<file path="src/rtl/byte_add_chain_pkg.sv">
// Shared byte-arithmetic definitions: byte width, chain FSM encoding, counter sizing.
// Used by both the add chain and its byte_adder datapath.
package byte_add_chain_pkg;

  localparam int BYTE_W = 8;

  typedef enum logic [1:0] {
    ST_IDLE  = 2'd0,
    ST_RUN   = 2'd1,
    ST_DRAIN = 2'd2
  } state_t;

  // A one-byte chain still needs a 1-bit counter to keep the ports well-formed.
  function automatic int cnt_width(input int n);
    return (n > 1) ? $clog2(n) : 1;
  endfunction

endpackage

</file>
<file path="src/rtl/byte_adder.sv">
// Combinational 8-bit full adder slice: O = A + B + c, o = carry-out.
// Port order matches the byte subtractor slice.
module byte_adder
  import byte_add_chain_pkg::*;
(
  input  logic [BYTE_W-1:0] A,
  input  logic [BYTE_W-1:0] B,
  input  logic              c,
  output logic [BYTE_W-1:0] O,
  output logic              o
);

  logic [BYTE_W:0] full;

  always_comb begin
    full = {1'b0, A} + {1'b0, B} + {{BYTE_W{1'b0}}, c};
    O    = full[BYTE_W-1:0];
    o    = full[BYTE_W];
  end

endmodule

</file>
<file path="src/rtl/byte_add_chain.sv">
// Sequential NBYTES-wide adder, one byte per handshake LSB first; 1-cycle accept->out_valid.
// Optional BYTE_ADD_OVF_EN adds the signed-overflow output on the last beat.
module byte_add_chain
  import byte_add_chain_pkg::*;
#(
  parameter int NBYTES = 4
) (
  input  logic              clk,
  input  logic              rst_n,
  input  logic              start,
  input  logic              cin,
  input  logic              in_valid,
  output logic              in_ready,
  input  logic [BYTE_W-1:0] a,
  input  logic [BYTE_W-1:0] b,
  output logic              out_valid,
  input  logic              out_ready,
  output logic [BYTE_W-1:0] sum,
  output logic              out_last,
  output logic              cout,
  output logic              busy
`ifdef BYTE_ADD_OVF_EN
  ,
  output logic              ovf
`endif
);

  localparam int CNT_W = cnt_width(NBYTES);
  localparam logic [CNT_W-1:0] CNT_LAST = CNT_W'(NBYTES - 1);

  state_t            state_q, state_d;
  logic [CNT_W-1:0]  cnt_q, cnt_d;
  logic              carry_q, carry_d;
  logic [BYTE_W-1:0] sum_q, sum_d;
  logic              out_valid_q, out_valid_d;
  logic              out_last_q, out_last_d;
  logic              cout_q, cout_d;
  logic [BYTE_W-1:0] add_s;
  logic              add_c;
  logic              accept;
  logic              pop;
  logic              is_last;
`ifdef BYTE_ADD_OVF_EN
  logic              ovf_q, ovf_d;
`endif

  byte_adder u_add (
    .A (a),
    .B (b),
    .c (carry_q),
    .O (add_s),
    .o (add_c)
  );

  always_ff @(posedge clk or negedge rst_n) begin
    if (!rst_n) begin
      state_q     <= ST_IDLE;
      cnt_q       <= '0;
      carry_q     <= 1'b0;
      sum_q       <= '0;
      out_valid_q <= 1'b0;
      out_last_q  <= 1'b0;
      cout_q      <= 1'b0;
`ifdef BYTE_ADD_OVF_EN
      ovf_q       <= 1'b0;
`endif
    end else begin
      state_q     <= state_d;
      cnt_q       <= cnt_d;
      carry_q     <= carry_d;
      sum_q       <= sum_d;
      out_valid_q <= out_valid_d;
      out_last_q  <= out_last_d;
      cout_q      <= cout_d;
`ifdef BYTE_ADD_OVF_EN
      ovf_q       <= ovf_d;
`endif
    end
  end

  always_comb begin
    state_d     = state_q;
    cnt_d       = cnt_q;
    carry_d     = carry_q;
    sum_d       = sum_q;
    out_valid_d = out_valid_q;
    out_last_d  = out_last_q;
    cout_d      = cout_q;
`ifdef BYTE_ADD_OVF_EN
    ovf_d       = ovf_q;
`endif
    is_last     = (cnt_q == CNT_LAST);
    unique case (state_q)
      ST_IDLE: begin
        if (start) begin
          state_d = ST_RUN;
          carry_d = cin;
          cnt_d   = '0;
        end
      end
      ST_RUN: begin
        // A same-cycle pop and push simply overwrites the output register.
        if (accept) begin
          sum_d       = add_s;
          carry_d     = add_c;
          out_valid_d = 1'b1;
          out_last_d  = is_last;
          cout_d      = is_last & add_c;
`ifdef BYTE_ADD_OVF_EN
          ovf_d       = is_last & (a[7] == b[7]) & (add_s[7] != a[7]);
`endif
          cnt_d       = is_last ? '0 : cnt_q + CNT_W'(1);
          if (is_last) state_d = ST_DRAIN;
        end else if (pop) begin
          out_valid_d = 1'b0;
        end
      end
      ST_DRAIN: begin
        if (pop) begin
          out_valid_d = 1'b0;
          if (out_last_q) begin
            state_d    = ST_IDLE;
            out_last_d = 1'b0;
            cout_d     = 1'b0;
`ifdef BYTE_ADD_OVF_EN
            ovf_d      = 1'b0;
`endif
          end
        end
      end
      default: state_d = ST_IDLE;
    endcase
  end

  always_comb begin
    in_ready  = (state_q == ST_RUN) && (!out_valid_q || out_ready);
    accept    = in_valid && in_ready;
    pop       = out_valid_q && out_ready;
    busy      = (state_q != ST_IDLE);
    out_valid = out_valid_q;
    sum       = sum_q;
    out_last  = out_last_q;
    cout      = cout_q;
`ifdef BYTE_ADD_OVF_EN
    ovf       = ovf_q;
`endif
  end

endmodule
</file>
<file path="config.mk">
export PLATFORM = sky130hd
export DESIGN_NAME = byte_add_chain
export DESIGN_NICKNAME = d
export VERILOG_FILES = /design/src/rtl/byte_add_chain_pkg.sv /design/src/rtl/byte_adder.sv /design/src/rtl/byte_add_chain.sv
export SDC_FILE = /design/constraint.sdc
export NUM_CORES = 1
export LEC_CHECK = 0
export BUFFER_PORTS_ARGS = -buffer_cell sky130_fd_sc_hd__buf_2
export CORE_MARGIN = 2
export CORE_UTILIZATION = 50
export CTS_CLUSTER_SIZE = 20
export DETAILED_ROUTE_END_ITERATION = 6
export PLACE_DENSITY = 0.78
export SYNTH_ARGS = -nofsm -noshare
export SYNTH_HDL_FRONTEND = slang
export SYNTH_SLANG_ARGS = --single-unit
</file>
<file path="constraint.sdc">
create_clock -name clk -period 2.2 [get_ports clk]
set_input_delay 0.22 -clock clk [delete_from_list [all_inputs] [get_ports clk]]
set_output_delay 0.22 -clock clk [all_outputs]
set_load 0.05 [all_outputs]
</file>
## After elaboration in Yosys (flattened, before gate mapping)

Index checks and enable logic that the tools add are counted.

| storage, ports and cells | value |
|---|---|
| register bits after elaboration | 16 |
| output and inout bits | 13 |
| bits of input ports | 22 |
| logic and storage cells | 56 |

| cells by class | value |
|---|---|
| equal/unequal tests | 8 |
| reduce and logical (&&, ||, !) cells | 14 |
| $add $sub $neg | 3 |
| bitwise gates (word level) | 1 |
| muxes and demuxes | 23 |

Operator list:

| operator | number |
|---|---|
| 2-to-1 mux 2 bit | 8 |
| inequality test 2 bit, second input constant | 5 |
| adder 8 x 8 -> 9 bit | 1 |
| adder 9 x 1 -> 9 bit | 1 |
| 2-to-1 mux 1 bit | 9 |
| one-hot mux 1 bit (2 select lines) | 4 |
| one-hot mux 2 bit (3 select lines) | 1 |
| AND reduction 3 bit | 2 |
| nonzero test 2 bit | 3 |
| AND reduction 5 bit | 1 |
| equality test 2 bit, second input constant | 2 |
| one-hot mux 2 bit (2 select lines) | 1 |
| AND reduction 4 bit | 1 |
| logical AND 1 bit | 3 |
| adder 2 x 1 -> 2 bit, second input constant | 1 |
| equality test 2 x 1 -> 1 bit, second input constant | 1 |
| zero test 2 bit | 1 |
| AND reduction 2 bit | 1 |
| bitwise AND 1 bit | 1 |
| zero test 1 bit | 1 |
| logical OR 1 bit | 1 |

## Depth between registers and ports, before layout

Gate-level depths: netlist of the first run.

| depth | value |
|---|---|
| depth after elaboration | 6 |
| gate-level depth with buffers | 9 |
| gate-level depth less buffers | 9 |

## By module

A second synthesis of the first run with hierarchy kept.

| second synthesis, totals | value |
|---|---|
| cells, all modules | 107 |
| area total of the unflattened synthesis | 1196.1 µm² |

Modules (own cells, without submodules):

| module | area an instance (µm²) | cells an instance | instances | sequential area each (µm²) |
|---|---|---|---|---|
| byte_add_chain | 864.6 | 65 | 1 | 400.4 |
| byte_adder | 331.6 | 42 | 1 | 0.0 |

## Worst setup path before layout of the first run

Ideal clock, no wire load.

| timing path | value |
|---|---|
| path type | reg2reg |
| from | register carry_q |
| to | register carry_q |
| clock period less this slack | 1948 ps |
| setup time | 130 ps |
| cell stages (with the launch flop) | 10 |
| path slack | 252 ps |
| data arrival time | 1819 ps |
| buffers on the path | 0 |
| required time | 2070 ps |
| cells stage by stage | dfrtp_1 -> inv_1 -> fa_1 -> inv_1 -> fa_1 -> a211oi_2 -> o21ai_1 -> a21o_1 -> a211oi_2 -> o22ai_1 |

| on the way | value |
|---|---|
| word-level cells in the longest chain between the ends | 3 |

Ends and longest elaborated chain:

| what | line | RTL |
|---|---|---|
| start, declared | byte_add_chain.sv:33 | `logic carry_q, carry_d;` |
| start signal, assigned | byte_add_chain.sv:70 | `carry_q <= carry_d;` |
| adder 9 x 1 -> 9 bit | byte_adder.sv:16 | `full = {1'b0, A} + {1'b0, B} + {{BYTE_W{1'b0}}, c};` |
| 2-to-1 mux 1 bit | byte_add_chain.sv:103 | `if (accept) begin` |
| one-hot mux 1 bit (2 select lines) | byte_add_chain.sv:93 | `unique case (state_q)` |

Every way passes these cells. The select of a mux whose other input is x is not followed.
A chain may end at the register's enable or synchronous reset.

## Worst setup path in the final report of the first run

Ends and elaborated chain as after synthesis.

==> results.cfg, run 1 <==
[sta]
fin_crit_ps = 2060
post-route-period-util = 0.939
slew_headroom = 0.746
tightestPinTransition_ps = 381
setup_violations = 0
rsz0062_at_grt = no
setup_total_negative_slack_ps = 0
fin_worst_hold_slack_ps = 214
drv_slew = 0
clock_skew_ps = 1.82
fmax_mhz = 484
hold_viol = 0

[critical_path]
path_class = reg2reg
critPathCaptureType = flop
r2r_slack_ps = 140
cp_top_family = compound AO/OA/AOI/OAI gates
arrival_ps = 2250
cp-endpoint = carry_q$_DFFE_PN0P_
r2r-start = carry_q$_DFFE_PN0P_
slowest_delay_ps = 380
cp_slowest_cell = dfrtp_1
startpoint = carry_q$_DFFE_PN0P_
path_buf_inv = 2
cp-start-kind = flop
cp_max_fo = 3
r2r-end = carry_q$_DFFE_PN0P_
path_cells = inv_1 -> fa_1 -> inv_1 -> fa_2 -> a211oi_2 -> o21ai_1 -> a21o_1 -> a211oi_2 -> o22ai_1
reg2reg_depth = 9
crit_required_ps = 2380
path_depth = 9

[logic_synthesis]
yosysSeqAreaShare = 0.354
synthTopCellsByArea = dfrtp_1, ha_1, nand2_1
post-synth-top-area-cell = dfrtp_1
syn_inst = 116
async_reset_ff_frac = 1.00
synth_nets = 153
synth-edff-count = 0
yosys.cell_types.count = 39
yosysWarnings = 0
synth_top_area_frac = 0.354
synth_area_um2 = 1130
synth-seq-cells = 16
avgSynthCellArea_um2 = 9.75
ys.flop_type = dfrtp_1

[placed_design]
dp_hpwl_mm = 1.95
io_buffers = 34
dpl_cell_area_um2 = 1340
place_congestion = 0.785

[floorplanning]
core_area_um2 = 2170
die_area_um2 = 2660
num_io_pins = 35
die_h_um = 51.6
num_rows = 17
start_util = 0.521
die_w_um = 51.6

[global_routing]
grt_start_max_net_pins = 17
antenna_found_initial = 0
overflow = 0
grt_pass1_wl_mm = 4.02
grt_pass1_vias = 954
grt_usage = 0.203

[pwr]
fin_total_pwr_uw = 1810
ir_drop_mv = 0.656
leakage_uw = 0.000707
power_density_nw_per_um2 = 1320

[clocking]
clk_path_buf_depth = 2
cts_tree = done
cts_htree_levels = 1
cts_buffers = 3
cts.sinks = 16
clk_pin_slew_ps = 90
insertion_delay_ps = 300
cts_setup_buffers = 0
cts_root_buf = clkbuf_4

[layout]
syn2layout_area_growth_pct = 21.6
drive_above_1_share = 0.325
fin_area_um2 = 1380
nFillCells = 203
fin_nets = 193
num_antenna_cells = 0
fin_util = 0.634

[drt]
routedWlPerCell_um = 13.3
drt.antenna.violating_nets = 0
viasPerCell = 5.48
dr.pass1.iters = 4
drt_wl_total_mm = 2.42
drc = 0
drt-initial-drc-count = 26
vias = 997

[worst_hold_path]
hold_class = in2reg

[job]
drv_cap = 0

[run_status]
status = finished clean
## power by group
part / internal (µW) / total (µW) / switching [µW]
logic: 388 / 1150 / 764
registers: 416 / 495 / 79.7
clock network: 63.9 / 163 / 99.1
total: 867 / 1810 / 943
## per-layer routing
| layer | GRT usage | vias up | part of all wire |
|---|---|---|---|
| li1 | - | 494 | - |
| met1 | 0.252 | 467 | 0.45 |
| met2 | 0.350 | 29 | 0.48 |
| met3 | 0.0316 | 7 | 0.049 |
| met4 | 0.0877 | 0 | 0.023 |
| met5 | 0 | - | 0 |
## worst register-to-register path, delay by kind of cell (launching register included)
kind | cells | cell delay [ps]
buf+inv | 2 | 140
fa+ha+maj | 2 | 560
compound gates | 5 | 880
flops | 1 | 380
## synth_stat cells, types with 2 or more instances
cell type	instances
a21o_1	2
o31ai_1	2
mux2_4	2
nor2_1	2
o21a_1	2
a211oi_2	2
nand2_1	15
o21ai_1	4
inv_1	10
o21ai_0	6
nand2b_1	2
fa_1	2
xor2_1	2
o221ai_1	2
dfrtp_1	16
nor3_1	2
xnor2_1	2
a31oi_1	2
a21oi_1	7
ha_1	13
## sequential cells by signal (all words and copies together), names as in the netlist
register and cells:
out_last 1, cout 1, cnt_q 2, carry_q 1
state_q 2, out_valid 1, sum 8
## cells by family (layout without fill, tap and decap cells)
kind of cell,Yosys count,in the layout,synth area share
compound gates,37,37,0.220
xor+xnor,4,4,0.0310
fa+ha+maj,15,15,0.179
buf+inv,12,50,0.0398
flops,16,16,0.354
mux,3,3,0.0365
simple gates,29,29,0.139
## placed cells by master (no fill, tap or decap), types with 3 or more instances in the layout
cell type	instances
ha_1	13
clkbuf_4	3
o21ai_0	6
a21oi_1	7
buf_2	34
nand2_1	15
inv_1	10
dfrtp_1	16
o21ai_1	4
## per-stage QoR
step / std cells / setup WS (ps)
detailed placement: 178 / 86.0
CTS: 182 / 64.0
finish: 182 / 135
global placement: 178 / 170
floorplan: 116 / 252
global route: 182 / 59.8
## timing repair
item,in CTS,in global routing
hold endpoints to repair,16,0
gates resized for setup,0,1
endpoints found under the setup margin,0,1
hold buffers,1,0
## worst min path at each step
stage          start                      to  slack [ps]  cells past startpoint
6_report         cin     carry_q$_DFFE_PN0P_         210                      3
2_1_floorplan  rst_n     carry_q$_DFFE_PN0P_         -80                      0
5_1_grt          cin     carry_q$_DFFE_PN0P_         230                      3
4_1_cts          cin     carry_q$_DFFE_PN0P_         220                      3
3_5_place_dp   rst_n  state_q[1]$_DFFE_PN0P_         160                      1
3_3_place_gp   rst_n  state_q[0]$_DFFE_PN0P_         150                      1
## final cells by class
class                           instances  area [µm²]  area share
Clock buffer                            3        22.5      0.0164
Multi-Input combinational cell         88         688       0.500
Tap cell                               28        35.0      0.0255
Sequential cell                        16         400       0.291
Inverter                               11        41.3      0.0300
Timing Repair Buffer                   36         188       0.136
No activity file was read; power rests on OpenSTA's default activity.
==> run 2, diff against run 1 <==
Settings changed: ABC_AREA set to 1, CORE_UTILIZATION 50 to 51, CTS_CLUSTER_DIAMETER set to 40, PLACE_DENSITY 0.78 to 0.79.
==> results.cfg, run 2 <==
[critical_path]
r2r_slack_ps = 460
path_cells = inv_1 -> ha_1 -> inv_1 -> a21oi_1 -> buf_2
cp_slowest_cell = dfrtp_1
reg2reg_depth = 10
path_buf_inv = 3
crit_top_cell = inv_1
cp_top_family = buffers and inverters
slowest_delay_ps = 410
cp_max_fo = 6
r2r-start = carry_q$_DFFE_PN0P_
startpoint = state_q[1]$_DFFE_PN0P_
cp-start-kind = flop
crit_required_ps = 1980
critPathCaptureType = output port
r2r-end = carry_q$_DFFE_PN0P_
arrival_ps = 1680
path_class = reg2out

[drt]
drt-initial-drc-count = 20
top_layer = met4
drt.antenna.violating_nets = 0
drt-met1-wl_mm = 1.20
vias = 1166
drc = 0
dr.pass1.iters = 6
routedWlPerCell_um = 11.1
drt_wl_total_mm = 2.56
route.met3.wl_um = 108
viasPerCell = 5.07
route.met2.wl_mm = 1.22

[clocking]
holdBufCountCts = 1
cts_buffers = 3
postCtsResizedCells = 0
clk_pin_slew_ps = 100
cts_tree = done
cts.sinks = 16
clk_path_buf_depth = 2
insertion_delay_ps = 290
cts_root_buf = clkbuf_4
cts_htree_levels = 1
cts_setup_buffers = 0

[placed_design]
place_congestion = 0.862
dp_slack_ps = 461
io_buffers = 34
dp_hpwl_mm = 2.11

[sta]
fmax_mhz = 525
postLayoutSetupSlackWorst_ps = 295
slew_headroom = 0.750
setup_violations = 0
clock_skew_ps = 7.96
hold_viol = 0
drv_slew = 0
rsz0062_at_grt = no
post-route-period-util = 0.866
fin_worst_hold_slack_ps = 281
tightestPinTransition_ps = 374
setup_total_negative_slack_ps = 0
fin_crit_ps = 1900

[pwr]
fin_total_pwr_uw = 1810
leakage_uw = 0.000846
power_density_nw_per_um2 = 1270
ir_drop_mv = 0.869

[floorplanning]
num_io_pins = 35
num_rows = 17
die_area_um2 = 2720
die_h_um = 52.2
die_w_um = 52.2
core_area_um2 = 2210
start_util = 0.535

[worst_hold_path]
hold_class = in2reg
min_to = carry_q$_DFFE_PN0P_
hold_depth = 5
hp-start = cin

[logic_synthesis]
yosys.cell_types.count = 19
post-synth-top-area-cell = dfrtp_1
synth-edff-count = 0
avgSynthCellArea_um2 = 7.21
synthTopCellsByArea = dfrtp_1, nand2_1, ha_1
synth_top_area_frac = 0.339
synth-seq-cells = 16
synth_nets = 201
yosysSeqAreaShare = 0.339
ys.flop_type = dfrtp_1
synth.most_common_cell = nand2_1
synth_common_cells = nand2_1, inv_1, dfrtp_1
syn_inst = 164
async_reset_ff_frac = 1.00
yosysWarnings = 0
synth_area_um2 = 1180

[layout]
nFillCells = 213
num_antenna_cells = 0
fin_nets = 240
syn2layout_area_growth_pct = 20.8
drive_above_1_share = 0.208
fin_util = 0.646
largest_reg_flops = 8
final_common_cell = nand2_1
mostFrequentLayoutCells = nand2_1, buf_2, inv_1

[global_routing]
antenna_found_initial = 0
overflow = 0
grt_pass1_vias = 1124
grt_start_max_net_pins = 17
grt_pass1_wl_mm = 4.46
grt_usage = 0.220

[job]
drv_cap = 0

[run_status]
status = finished clean
## run 2: cell count changes in the layout (fill, tap and decap cells not counted), sizes merged, moves of 3 or more
| cell | before | now |
|---|---|---|
| nand2 | 15 | 57 |
| inv | 11 | 24 |
| nand3 | 2 | 15 |
| nor2 | 3 | 13 |
| a211oi | 3 | 0 |
| mux2 | 3 | 0 |
| nand2b | 3 | 0 |
## run 2: report_power, final
group | total (µW) | switching [µW] | leakage [µW] | internal (µW)
Clock | 201 | 100 | 0.0000210 | 101
Combinational | 1100 | 798 | 0.000621 | 305
Sequential | 504 | 84.4 | 0.000205 | 420
Total | 1810 | 983 | 0.000846 | 826
## run 2: through the flow
stage	cell area, µm²	instances
final	1430	230
after floorplan	1180	164
after global routing	1430	230
after detailed placement	1380	225
after CTS	1430	230
after global placement	1380	225
## run 2: worst reg2reg max path: stages (launching register included)
cell and delay, ps:
dfrtp_1 400, inv_1 80, fa_1 170, inv_1 60, fa_1 400, nand2_1 80
nand2_1 90, nand3_1 130, nand3_1 100, nand2_1 80, nand2_1 50
## run 2: final cells by class
class | instances | area, µm² | share of cell area
multi-input cells | 123 | 687 | 0.481
clock buffers | 4 | 36.3 | 0.0254
flip-flops and latches | 16 | 400 | 0.280
well taps | 28 | 35.0 | 0.0245
repair buffers | 35 | 180 | 0.126
inverters | 24 | 90.1 | 0.0630
## run 2: logic make-up after synthesis
family	synth area share
and+or+nand+nor	0.316
adders and majority gates	0.171
AOI/OAI and AO/OA	0.0783
xor gates and xnor gates	0.0148
DFF	0.339
buffers and inverters	0.0804
## run 2: routing by layer
layer | track usage | up-vias
met1 | 0.271 | 539
met4 | 0.0769 | 0
met5 | 0 | -
met3 | 0.0402 | 4
met2 | 0.384 | 30
li1 | - | 593
## run 2: how the worst max path moves through the flow
stage                                endpoint  slack [ps]  cells after the start
after floorplan                      in_ready         360                      4
after global placement    carry_q$_DFFE_PN0P_         530                     10
after detailed placement  carry_q$_DFFE_PN0P_         460                     10
final                                in_ready         300                      5
after global routing                 in_ready         190                      5
after CTS                            in_ready         300                      5
